[src/rtl/shift_add_scaler_pipe_pkg.sv]
// Shared constants and the saturation helper for the shift-add scaler pipeline.
package shift_add_scaler_pipe_pkg;

  localparam int NTERMS   = 4;
  localparam int GUARD    = 2;
  localparam int NEG_ONES = 0;
  localparam int NEG_TWOS = 1;

  // Clamp a sign-extended value into the signed range of a w-bit word.
  function automatic logic signed [63:0] sat_clip(input logic signed [63:0] v,
                                                  input int w);
    logic signed [63:0] hi;
    logic signed [63:0] lo;
    hi = (64'sd1 <<< (w - 1)) - 64'sd1;
    lo = -(64'sd1 <<< (w - 1));
    if (v > hi) return hi;
    if (v < lo) return lo;
    return v;
  endfunction

endpackage

[src/rtl/shift_add_lane.sv]
// One lane of combinational term formation: four shifted copies of the sample,
// optionally rounded and subtracted, folded into two partial sums.
module shift_add_lane
  import shift_add_scaler_pipe_pkg::*;
#(
  parameter int         DATA_WIDTH = 20,
  parameter int         SHIFT0     = 1,
  parameter int         SHIFT1     = 3,
  parameter int         SHIFT2     = 4,
  parameter int         SHIFT3     = 0,
  parameter logic [3:0] TERM_EN    = 4'b0111,
  parameter logic [3:0] TERM_SUB   = 4'b0000,
  parameter int         ROUND      = 0
) (
  input  logic signed [DATA_WIDTH-1:0]       a_i,
  output logic signed [DATA_WIDTH+GUARD-1:0] p01_o,
  output logic signed [DATA_WIDTH+GUARD-1:0] p23_o
);

  localparam int EW = DATA_WIDTH + GUARD;
  localparam int SH_ARR [NTERMS] = '{SHIFT0, SHIFT1, SHIFT2, SHIFT3};

  logic signed [EW-1:0] a_ext;
  logic signed [EW-1:0] term [NTERMS];

  assign a_ext = {{GUARD{a_i[DATA_WIDTH-1]}}, a_i};

  for (genvar k = 0; k < NTERMS; k++) begin : g_term
    localparam int S = SH_ARR[k];
    // Half an LSB of the shifted result; a zero shift has nothing to round.
    localparam logic signed [EW-1:0] RND =
      (ROUND != 0 && S > 0) ? (EW'(1) << (S > 0 ? S - 1 : 0)) : '0;
    logic signed [EW-1:0] shifted;
    assign shifted = (a_ext + RND) >>> S;
    assign term[k] = TERM_EN[k] ? (TERM_SUB[k] ? -shifted : shifted) : '0;
  end

  assign p01_o = term[0] + term[1];
  assign p23_o = term[2] + term[3];

endmodule

[src/rtl/shift_add_scaler_pipe.sv]
// Two-stage, multi-lane constant-coefficient shift-add scaler with valid/ready
// backpressure, selectable negation, saturation and a sticky overflow flag.
module shift_add_scaler_pipe
  import shift_add_scaler_pipe_pkg::*;
#(
  parameter int         DATA_WIDTH = 20,
  parameter int         FRAC       = 16,
  parameter int         LANES      = 2,
  parameter int         SHIFT0     = 1,
  parameter int         SHIFT1     = 3,
  parameter int         SHIFT2     = 4,
  parameter int         SHIFT3     = 0,
  parameter logic [3:0] TERM_EN    = 4'b0111,
  parameter logic [3:0] TERM_SUB   = 4'b0000,
  parameter int         ROUND      = 0,
  parameter int         NEG_MODE   = 0
) (
  input  logic                        clk,
  input  logic                        rst,
  input  logic                        clr,
  input  logic                        in_valid,
  output logic                        in_ready,
  input  logic [LANES*DATA_WIDTH-1:0] in_data,
  input  logic [LANES-1:0]            in_neg,
  output logic                        out_valid,
  input  logic                        out_ready,
  output logic [LANES*DATA_WIDTH-1:0] out_data,
  output logic                        sat_flag
);

  localparam int EW = DATA_WIDTH + GUARD;
  localparam int W  = LANES * DATA_WIDTH;

  // FRAC only documents where the binary point sits; the arithmetic ignores it.
  if (FRAC > DATA_WIDTH) begin : g_frac_beyond_width
  end

  // Handshake: a beat moves on any edge where valid && ready are both high;
  // valid and data are held by the sender until then. A stage advances when it
  // is empty or when the stage after it advances, so in_ready never looks at
  // in_valid.
  logic stage1_adv, stage2_adv, accept, load2;
  logic s1_valid_q, s1_valid_d;
  logic out_valid_q, out_valid_d;
  logic sat_q, sat_d;
  logic signed [EW-1:0] p01 [LANES];
  logic signed [EW-1:0] p23 [LANES];
  logic signed [EW-1:0] s1_p01_q [LANES];
  logic signed [EW-1:0] s1_p23_q [LANES];
  logic [LANES-1:0] s1_neg_q;
  logic [LANES-1:0] lane_clip;
  logic [W-1:0]     res;
  logic [W-1:0]     out_data_q;

  for (genvar i = 0; i < LANES; i++) begin : g_lane
    logic signed [EW-1:0] sum;
    logic signed [EW-1:0] negated;
    logic signed [EW-1:0] signed_res;
    logic signed [63:0]   wide;

    shift_add_lane #(
      .DATA_WIDTH(DATA_WIDTH),
      .SHIFT0    (SHIFT0),
      .SHIFT1    (SHIFT1),
      .SHIFT2    (SHIFT2),
      .SHIFT3    (SHIFT3),
      .TERM_EN   (TERM_EN),
      .TERM_SUB  (TERM_SUB),
      .ROUND     (ROUND)
    ) u_lane (
      .a_i  (in_data[i*DATA_WIDTH +: DATA_WIDTH]),
      .p01_o(p01[i]),
      .p23_o(p23[i])
    );

    assign sum        = s1_p01_q[i] + s1_p23_q[i];
    assign negated    = (NEG_MODE == NEG_TWOS) ? -sum : ~sum;
    assign signed_res = s1_neg_q[i] ? negated : sum;
    assign wide       = signed_res;
    assign res[i*DATA_WIDTH +: DATA_WIDTH] = DATA_WIDTH'(sat_clip(wide, DATA_WIDTH));
    assign lane_clip[i] = (sat_clip(wide, DATA_WIDTH) != wide);
  end

  assign stage2_adv = !out_valid_q || out_ready;
  assign stage1_adv = !s1_valid_q || stage2_adv;
  assign accept     = in_valid && stage1_adv && !clr;
  assign load2      = stage2_adv && s1_valid_q && !clr;

  always_comb begin
    s1_valid_d  = s1_valid_q;
    out_valid_d = out_valid_q;
    sat_d       = sat_q;
    if (clr) begin
      s1_valid_d  = 1'b0;
      out_valid_d = 1'b0;
      sat_d       = 1'b0;
    end else begin
      if (stage1_adv) s1_valid_d = in_valid;
      if (stage2_adv) out_valid_d = s1_valid_q;
      if (load2) sat_d = sat_q | (|lane_clip);
    end
  end

  always_ff @(posedge clk or posedge rst) begin
    if (rst) begin
      s1_valid_q  <= 1'b0;
      out_valid_q <= 1'b0;
      sat_q       <= 1'b0;
    end else begin
      s1_valid_q  <= s1_valid_d;
      out_valid_q <= out_valid_d;
      sat_q       <= sat_d;
    end
  end

  always_ff @(posedge clk or posedge rst) begin
    if (rst) begin
      for (int i = 0; i < LANES; i++) begin
        s1_p01_q[i] <= '0;
        s1_p23_q[i] <= '0;
      end
      s1_neg_q   <= '0;
      out_data_q <= '0;
    end else begin
      if (accept) begin
        for (int i = 0; i < LANES; i++) begin
          s1_p01_q[i] <= p01[i];
          s1_p23_q[i] <= p23[i];
        end
        s1_neg_q <= in_neg;
      end
      if (load2) out_data_q <= res;
    end
  end

  assign in_ready  = stage1_adv;
  assign out_valid = out_valid_q;
  assign out_data  = out_data_q;
  assign sat_flag  = sat_q;

endmodule
[config.mk]
export PLATFORM = sky130hd
export DESIGN_NAME = shift_add_scaler_pipe
export DESIGN_NICKNAME = d
export VERILOG_FILES = /design/src/rtl/shift_add_scaler_pipe_pkg.sv /design/src/rtl/shift_add_lane.sv /design/src/rtl/shift_add_scaler_pipe.sv
export SDC_FILE = /design/constraint.sdc
export NUM_CORES = 1
export LEC_CHECK = 0
export BUFFER_PORTS_ARGS = -buffer_cell sky130_fd_sc_hd__buf_4
export CORE_UTILIZATION = 49
export DETAILED_ROUTE_END_ITERATION = 7
export PLACE_DENSITY = 0.77
export SKIP_CTS_REPAIR_TIMING = 1
export SYNTH_ARGS = -nofsm -noshare
export SYNTH_HDL_FRONTEND = slang
export SYNTH_SLANG_ARGS = --single-unit
export TNS_END_PERCENT = 10
[constraint.sdc]
create_clock -name clk -period 5.8 [get_ports clk]
set_clock_uncertainty 0.1 [all_clocks]
set_input_delay 1.16 -clock clk [delete_from_list [all_inputs] [get_ports clk]]
set_output_delay 1.16 -clock clk [all_outputs]
set_load 0.02 [all_outputs]
==> results of run 1 <==
-- per-layer routing --
| metal | vias to the layer above | share of wire, % |
|---|---|---|
| li1 | 3537 | - |
| met2 | 179 | 44 |
| met4 | 0 | 1.6 |
| met1 | 3281 | 50 |
| met3 | 25 | 5.0 |
| met5 | - | 0 |
-- worst max-delay path, cell delays in order --
cell and delay [ns]:
buf_4 0.08, ha_1 0.17, inv_1 0.06, fa_1 0.41, nor2b_1 0.15, o21ai_1 0.10, a21o_1 0.23, a211o_1 0.32
a31oi_1 0.30, o31ai_1 0.23, or4_1 0.50, nand3_1 0.09
-- cell usage in the layout, fill, tap and decap left out, types with 10 or more instances in the layout --
cell / n
clkbuf_16: 17
ha_1: 74
dfrtp_1: 115
a31oi_1: 14
buf_4: 94
o21ai_2: 10
and3_1: 10
nand3_1: 17
a21oi_1: 53
nor3_1: 20
xnor2_1: 57
xor2_1: 36
nand2_1: 186
nor2_1: 45
o21ai_0: 82
a21o_1: 16
inv_1: 25
a22o_1: 12
-- flip-flops by register name (all words and copies together), names as in the netlist --
signal and flops:
out_data 40, out_valid 1, sat_flag 1, s1_neg_q 2, s1_p23_q 30, s1_valid_q 1
s1_p01_q 40
-- where the power goes --
group | leakage [nW] | internal [mW] | switching [mW]
registers | 1.42 | 1.02 | 0.147
clock network | 0.303 | 0.717 | 0.366
logic | 2.86 | 0.799 | 1.02
-- stage by stage --
stage | setup WS, ns | total power, mW | cell area, um2 | cells
global route | 2.05 | 4.32 | 9680 | 1261
detailed placement | 1.87 | 2.98 | 9070 | 1229
CTS | 2.32 | 4.09 | 9680 | 1261
finish | 2.26 | 4.07 | 9680 | 1261
floorplan | 1.50 | 2.45 | 8280 | 953
global placement | 1.96 | 2.94 | 9070 | 1229
-- final cells by class --
cell class	instances	area share, %
Inverter	27	1.07
Clock buffer	23	5.04
Tap cell	220	2.84
Multi-Input combinational cell	773	52.7
Timing Repair Buffer	94	7.29
Clock inverter	9	1.30
Sequential cell	115	29.7
-- cell families after synthesis --
group	Yosys count
adder cells (fa/ha/maj)	86
AND/OR/NAND/NOR	331
AO/OA/AOI/OAI	258
XOR/XNOR	93
buffers and inverters	65
multiplexers	5
flip-flops	115
-- path summary, 6_finish.rpt --
path	from	to	slack, ns	cells past startpoint
max	in_data[3]	s1_p01_q[38]	2.26	12
min	out_data[30]	out_data[30]	0.38	2
max reg2reg	s1_p01_q[8]	out_data[35]	2.56	9
min reg2reg	out_data[30]	out_data[30]	0.38	2
max in group asynchronous	rst	s1_p01_q[17]	3.63	3
min in group asynchronous	rst	out_data[10]	0.74	2
==> results.yml, run 1 <==
drt:
  routed_wirelength_mm: 19.0
  first_pass_iters: 5
  routedWlPerCell_um: 15.1
  ant_nets: 0
  drcViolationCount: 0
  vias: 7022
  drt_iter0_markers: 527
  vias_per_cell: 5.57
cells_and_area:
  multi_input_area_mm2: 0.00511
  post-route-util_pct: 58.6
  areaGrowthSynthToFinish_pct: 17.0
  drive_gt1_share_pct: 15.2
  fill_cells: 1419
  seqCellArea_mm2: 0.00288
  final_nets: 1153
  antennaDiodeCount: 0
yosys:
  avgSynthCellArea_um2: 8.69
  synth-edff-count: 0
  syn_area_mm2: 0.00828
  ys_ff_latch: 115
  yosys-top-cells-area: "dfrtp_1, ha_1, nand2_1, xnor2_1, o21ai_0"
  synthMuxAreaShare_pct: 0.635
  synth_flop_cell: "dfrtp_1"
  synth-simple-area-share_pct: 17.8
  netlist.area_leader.share_pct: 34.8
  synthesis.nets: 1078
  synth_most_common_cell: "nand2_1"
  synth_top_family_by_area: "compound AO/OA/AOI/OAI gates"
  synth_compound_area_share_pct: 20.3
  synthArstFlopShare_pct: 100
  syn-instance-count: 953
  synth_fa_ha_area_share_pct: 13.1
  synth_warnings: 0
  synth_common_cells: "nand2_1, dfrtp_1, o21ai_0"
  synthDistinctLibCells: 78
  synth_top_cell_by_area: "dfrtp_1"
  synth_xor_area_share_pct: 9.84
  synth-seq-area-share_pct: 34.8
pwr:
  power.static_leakage_nw: 4.58
  ir_drop_uv: 248
  power_per_cell_area_mw_per_mm2: 420
setup_path:
  cp_max_fo: 5
  cp.required_ns: 6.06
  endpoint_kind: "register"
  cp-start-kind: "input port"
  critPathArrivalTime_ns: 3.80
  crit_type: "input port to register"
floorplanning:
  ioPinCount: 90
  dieArea_mm2: 0.0174
  core-area_mm2: 0.0165
  fp-row-count: 47
  die_y_um: 132
  initial_core_util_pct: 50.1
  chipWidth_um: 132
clocking:
  cts.reportedPaths.clkPinSlew_ns: 0.05
  clk_path_buf_depth: 2
  cts_sinks: 115
  cts-root-buf: "clkbuf_16"
  numCtsBuffers: 17
  htreeDepth: 4
  clk_latency_ns: 0.42
  cts_tree: "done"
global_routing:
  grt_pass1_vias: 6413
  grt_pass1_wl_mm: 31.7
  grt.met3_usage_pct: 4.46
  grt_overflow: 0
  use_met2_pct: 33.2
  antenna_found_initial: 0
  grt.met1_usage_pct: 33.0
  grt_usage_pct: 22.6
  busiest_layer: "met2"
  grt_max_degree: 63
timing:
  worst_pin_slew_ns: 0.926
  fin_setup_tns_ns: 0
  final-max-slew-violation-count: 0
  post-route-min-period_ns: 3.54
  setup_viol_count_final: 0
  worst_hold_slack_ns: 0.377
  rsz0062_at_grt: "no"
  final.period_utilization_pct: 61.0
  max_freq_ghz: 0.283
  hold_violations: 0
  slew_headroom_pct: 38.1
placement:
  port_buffers: 87
  post-dp-hpwl_mm: 14.1
  place_congestion: 0.869
run:
  maxCapViolations: 0
outcome:
  outcome: "finished clean"
worst_hold_path:
  hold_class: "register to register"
Note: power is estimated with default switching activity, not from simulation.
==> run 2, diff against run 1 <==
clock period = 3.5 ns   (was 5.8 ns; I/O delays follow)
==> results.yml, run 2 (synthesis results as in run 1) <==
timing:
  max_freq_ghz: 0.338
  fin_setup_tns_ns: 0
  final-max-slew-violation-count: 0
  final.period_utilization_pct: 84.4
  layout_setup_ws_ns: 0.546
  slew_headroom_pct: 29.0
  rsz0062_at_grt: "no"
  hold_violations: 0
  setup_viol_count_final: 0
  post-route-min-period_ns: 2.95
  worst_pin_slew_ns: 1.06
floorplanning:
  ioPinCount: 90
  die_y_um: 132
  dieArea_mm2: 0.0174
  fp-row-count: 47
  core-area_mm2: 0.0165
  chipWidth_um: 132
  initial_core_util_pct: 50.1
placement:
  post-dp-hpwl_mm: 14.2
  port_buffers: 87
  dp.cells: 1236
  place_congestion: 0.860
  post-place-ws_ns: 0.126
setup_path:
  critPathArrivalTime_ns: 3.21
  rr_startpoint: "s1_p01_q[27]"
  reg2reg_depth: 9
  cp-start-kind: "input port"
  endpoint_kind: "register"
  crit_type: "input port to register"
  r2r_slack_ns: 0.56
  cp_max_fo: 5
  rr_endpoint: "out_data[12]"
  cp.required_ns: 3.75
drt:
  first_pass_iters: 5
  routedWlPerCell_um: 15.0
  drcViolationCount: 0
  ant_nets: 0
  routed_wirelength_mm: 19.0
  vias: 7043
  drt_iter0_markers: 457
  vias_per_cell: 5.55
global_routing:
  grt_pass1_wl_mm: 32.0
  grt_max_degree: 116
  antenna_found_initial: 0
  grt_usage_pct: 22.8
  grt_overflow: 0
  grt_pass1_vias: 6399
outcome:
  outcome: "finished clean"
pwr:
  power_mw: 6.77
  power.static_leakage_nw: 4.61
  power_per_cell_area_mw_per_mm2: 693
  ir_drop_uv: 378
cells_and_area:
  drive_gt1_share_pct: 15.7
  final_nets: 1160
  final_common_cell: "nand2_1"
  antennaDiodeCount: 0
  areaGrowthSynthToFinish_pct: 18.0
  most-common-layout-cells: "nand2_1, dfrtp_1, buf_4"
  finalNonFillerCells: 1268
clocking:
  numCtsBuffers: 17
  cts-root-buf: "clkbuf_16"
  cts.reportedPaths.clkPinSlew_ns: 0.05
  clk_latency_ns: 0.42
  cts_sinks: 115
  clk_path_buf_depth: 2
  cts_tree: "done"
  htreeDepth: 4
worst_hold_path:
  hold_class: "input port to asynchronous set/reset pin"
run:
  maxCapViolations: 0
-- run 2: how the worst max path moves through the flow --
stage                      start            to  slack (ns)  depth (start not counted)
CTS                  s1_p01_q[1]  out_data[30]        0.56                         10
floorplan             in_data[1]  s1_p01_q[38]        0.47                         11
finish                in_data[3]  s1_p01_q[38]        0.55                         12
global route        s1_p01_q[27]  out_data[11]        0.30                          9
detailed placement    in_data[3]  s1_p01_q[38]        0.13                         12
global placement      in_data[3]  s1_p01_q[38]        0.18                         12
-- run 2: worst max-delay path, stage by stage --
cell     delay, ns
buf_4         0.09
ha_1          0.18
inv_1         0.06
fa_1          0.40
nor2b_1       0.13
o21ai_1       0.09
a21o_1        0.22
a211o_1       0.31
a31oi_1       0.26
o31ai_1       0.19
or4_1         0.50
nand3_1       0.09
-- run 2: metal layers --
layer  GRT usage (%)  up-vias  part of all wire [%]
met5               0        -                     0
met4            8.14        0                   1.6
met3            3.84       23                   4.1
met2            33.0      177                    43
met1            34.0     3296                    52
li1                -     3547                     -
-- run 2: power by group --
group / switching (mW) / total [mW] / internal, mW
registers: 0.259 / 1.95 / 1.70
clock network: 0.603 / 1.81 / 1.21
logic: 1.66 / 3.00 / 1.34
-- run 2: per-stage QoR --
stage	utilization, %	area [um2]	hold WS [ns]
after floorplan	-	8280	0.350
after global placement	55.4	9150	0.362
after detailed placement	55.4	9150	0.368
after CTS	59.1	9770	0.360
after global routing	59.1	9770	0.381
final	59.1	9770	0.357
-- run 2: area by class of cell --
cell class	count	area, um2
Clock buffer	24	502
Clock inverter	8	123
Fill cell	1442	6750
Inverter	27	105
Multi-Input combinational cell	773	5110
Sequential cell	115	2880
Tap cell	220	275
Timing Repair Buffer	101	783
==> run 3, diff against run 2 <==
PLACE_DENSITY = 0.8   (was 0.77)
clock period = 2.45 ns   (was 3.5 ns; I/O delays follow)
==> results.yml, run 3 (synthesis results as in run 1) <==
cells_and_area:
  most-common-layout-cells: "buf_4, nand2_1, dfrtp_1"
  areaGrowthSynthToFinish_pct: 39.2
  final_nets: 1314
  drive_gt1_share_pct: 32.7
  antennaDiodeCount: 0
  fill_cells: 1128
  final_common_cell: "buf_4"
global_routing:
  grt_max_degree: 116
  grt_pass1_vias: 7527
  grt_pass1_wl_mm: 35.4
  grt_usage_pct: 25.1
  antenna_found_initial: 0
  grt_overflow: 0
pwr:
  p_sw_share_pct: 38.6
  ir_drop_uv: 639
  power.static_leakage_nw: 5.46
  power_mw: 10.8
  pwr-share-seq_pct: 26.2
  intPower_mw: 6.66
  p_sw_mw: 4.19
  power_per_cell_area_mw_per_mm2: 941
  combPwrFrac_pct: 51.9
  clockPowerShare_pct: 21.9
timing:
  rsz0062_at_grt: "yes"
  layout_setup_ws_ns: -0.266
  slew_headroom_pct: 57.5
  fin_setup_tns_ns: -6.61
  setup_viol_count_final: 39
  final.period_utilization_pct: 111
  worst_pin_slew_ns: 0.637
  hold_violations: 0
  post-route-min-period_ns: 2.72
  max_freq_ghz: 0.368
  final-max-slew-violation-count: 0
floorplanning:
  core-area_mm2: 0.0165
  fp-row-count: 47
  chipWidth_um: 132
  initial_core_util_pct: 50.1
  dieArea_mm2: 0.0174
  die_y_um: 132
  ioPinCount: 90
placement:
  place_congestion: 0.900
  post-place-ws_ns: -0.505
  post-dp-hpwl_mm: 16.0
  port_buffers: 87
drt:
  ant_nets: 0
  drt_iter0_markers: 599
  vias_per_cell: 5.72
  drt-met1-wl_mm: 10.5
  route.met2.wl_mm: 11.3
  vias: 8123
  wl_met3_mm: 1.43
  drcViolationCount: 0
  first_pass_iters: 5
  highest_layer: "met4"
  routedWlPerCell_um: 16.8
  routed_wirelength_mm: 23.8
run:
  maxCapViolations: 0
setup_path:
  cp.required_ns: 2.66
  crit_type: "register to register"
  critPathArrivalTime_ns: 2.92
  endpoint_kind: "register"
  cp-start-kind: "register"
  reg2reg_depth: 10
  cp_max_fo: 5
clocking:
  clk_path_buf_depth: 2
  cts_sinks: 115
  cts_tree: "done"
  cts-root-buf: "clkbuf_16"
  cts.reportedPaths.clkPinSlew_ns: 0.05
  clk_latency_ns: 0.43
  numCtsBuffers: 17
  htreeDepth: 4
outcome:
  outcome: "finished with violations"
  failed_checks: "setup timing"
worst_hold_path:
  hold_class: "input port to asynchronous set/reset pin"
## run 3: cell count changes in the layout (fill, tap and decap cells not counted), sizes merged
cell	change
buf	+153
clkinv	+4
clkbuf	-3
bufinv	-1
## run 3: metal layers
metal	up-vias	global-route usage (%)
li1	3863	-
met1	3895	34.1
met2	302	40.0
met3	63	4.23
met4	0	10.0
met5	-	0
## run 3: final timing paths
kind                       slack [ns]      endpoint         start
setup / recovery                -0.27  out_data[22]  s1_p01_q[10]
hold / removal                   0.10   out_data[9]           rst
setup reg to reg                -0.27  out_data[22]  s1_p01_q[10]
hold reg to reg                  0.38  s1_p23_q[25]  s1_p23_q[25]
max in group asynchronous        1.64  out_data[28]           rst
min in group clk                 0.17     out_valid           clr
## run 3: metrics by stage
step | instance area (um2) | cells | util [%] | hold WS (ns)
2_1_floorplan | 8280 | 953 | - | 0.350
3_3_place_gp | 10300 | 1381 | 62.3 | 0.362
3_5_place_dp | 10300 | 1381 | 62.3 | 0.368
4_1_cts | 10800 | 1412 | 65.6 | 0.151
5_1_grt | 11500 | 1421 | 69.7 | 0.174
6_report | 11500 | 1421 | 69.7 | 0.101
## run 3: critical path, cell delays in order, from the launching register on
cell     delay [ns]
dfrtp_1        0.39
ha_1           0.34
buf_4          0.18
nand4_1        0.14
and2b_2        0.26
o31ai_4        0.34
a21oi_4        0.15
buf_12         0.15
maj3_2         0.32
xnor2_2        0.16
o21ai_1        0.07
## run 3: cell type report
class | count | area (um2) | share of cell area [%]
inverters | 27 | 105 | 0.912
well taps | 220 | 275 | 2.39
multi-input cells | 773 | 5680 | 49.3
flip-flops and latches | 115 | 2880 | 25.0
clock buffers | 20 | 447 | 3.88
repair buffers | 255 | 2030 | 17.6
clock inverters | 11 | 113 | 0.977
## run 3: power groups by stage
stage	clock network [mW]	registers (mW)	logic (mW)
2_1_floorplan	0	3.10	2.70
3_3_place_gp	0	2.78	4.75
3_5_place_dp	0	2.80	4.90
4_1_cts	2.38	2.78	4.95
5_1_grt	2.47	2.89	6.05
6_report	2.38	2.84	5.63
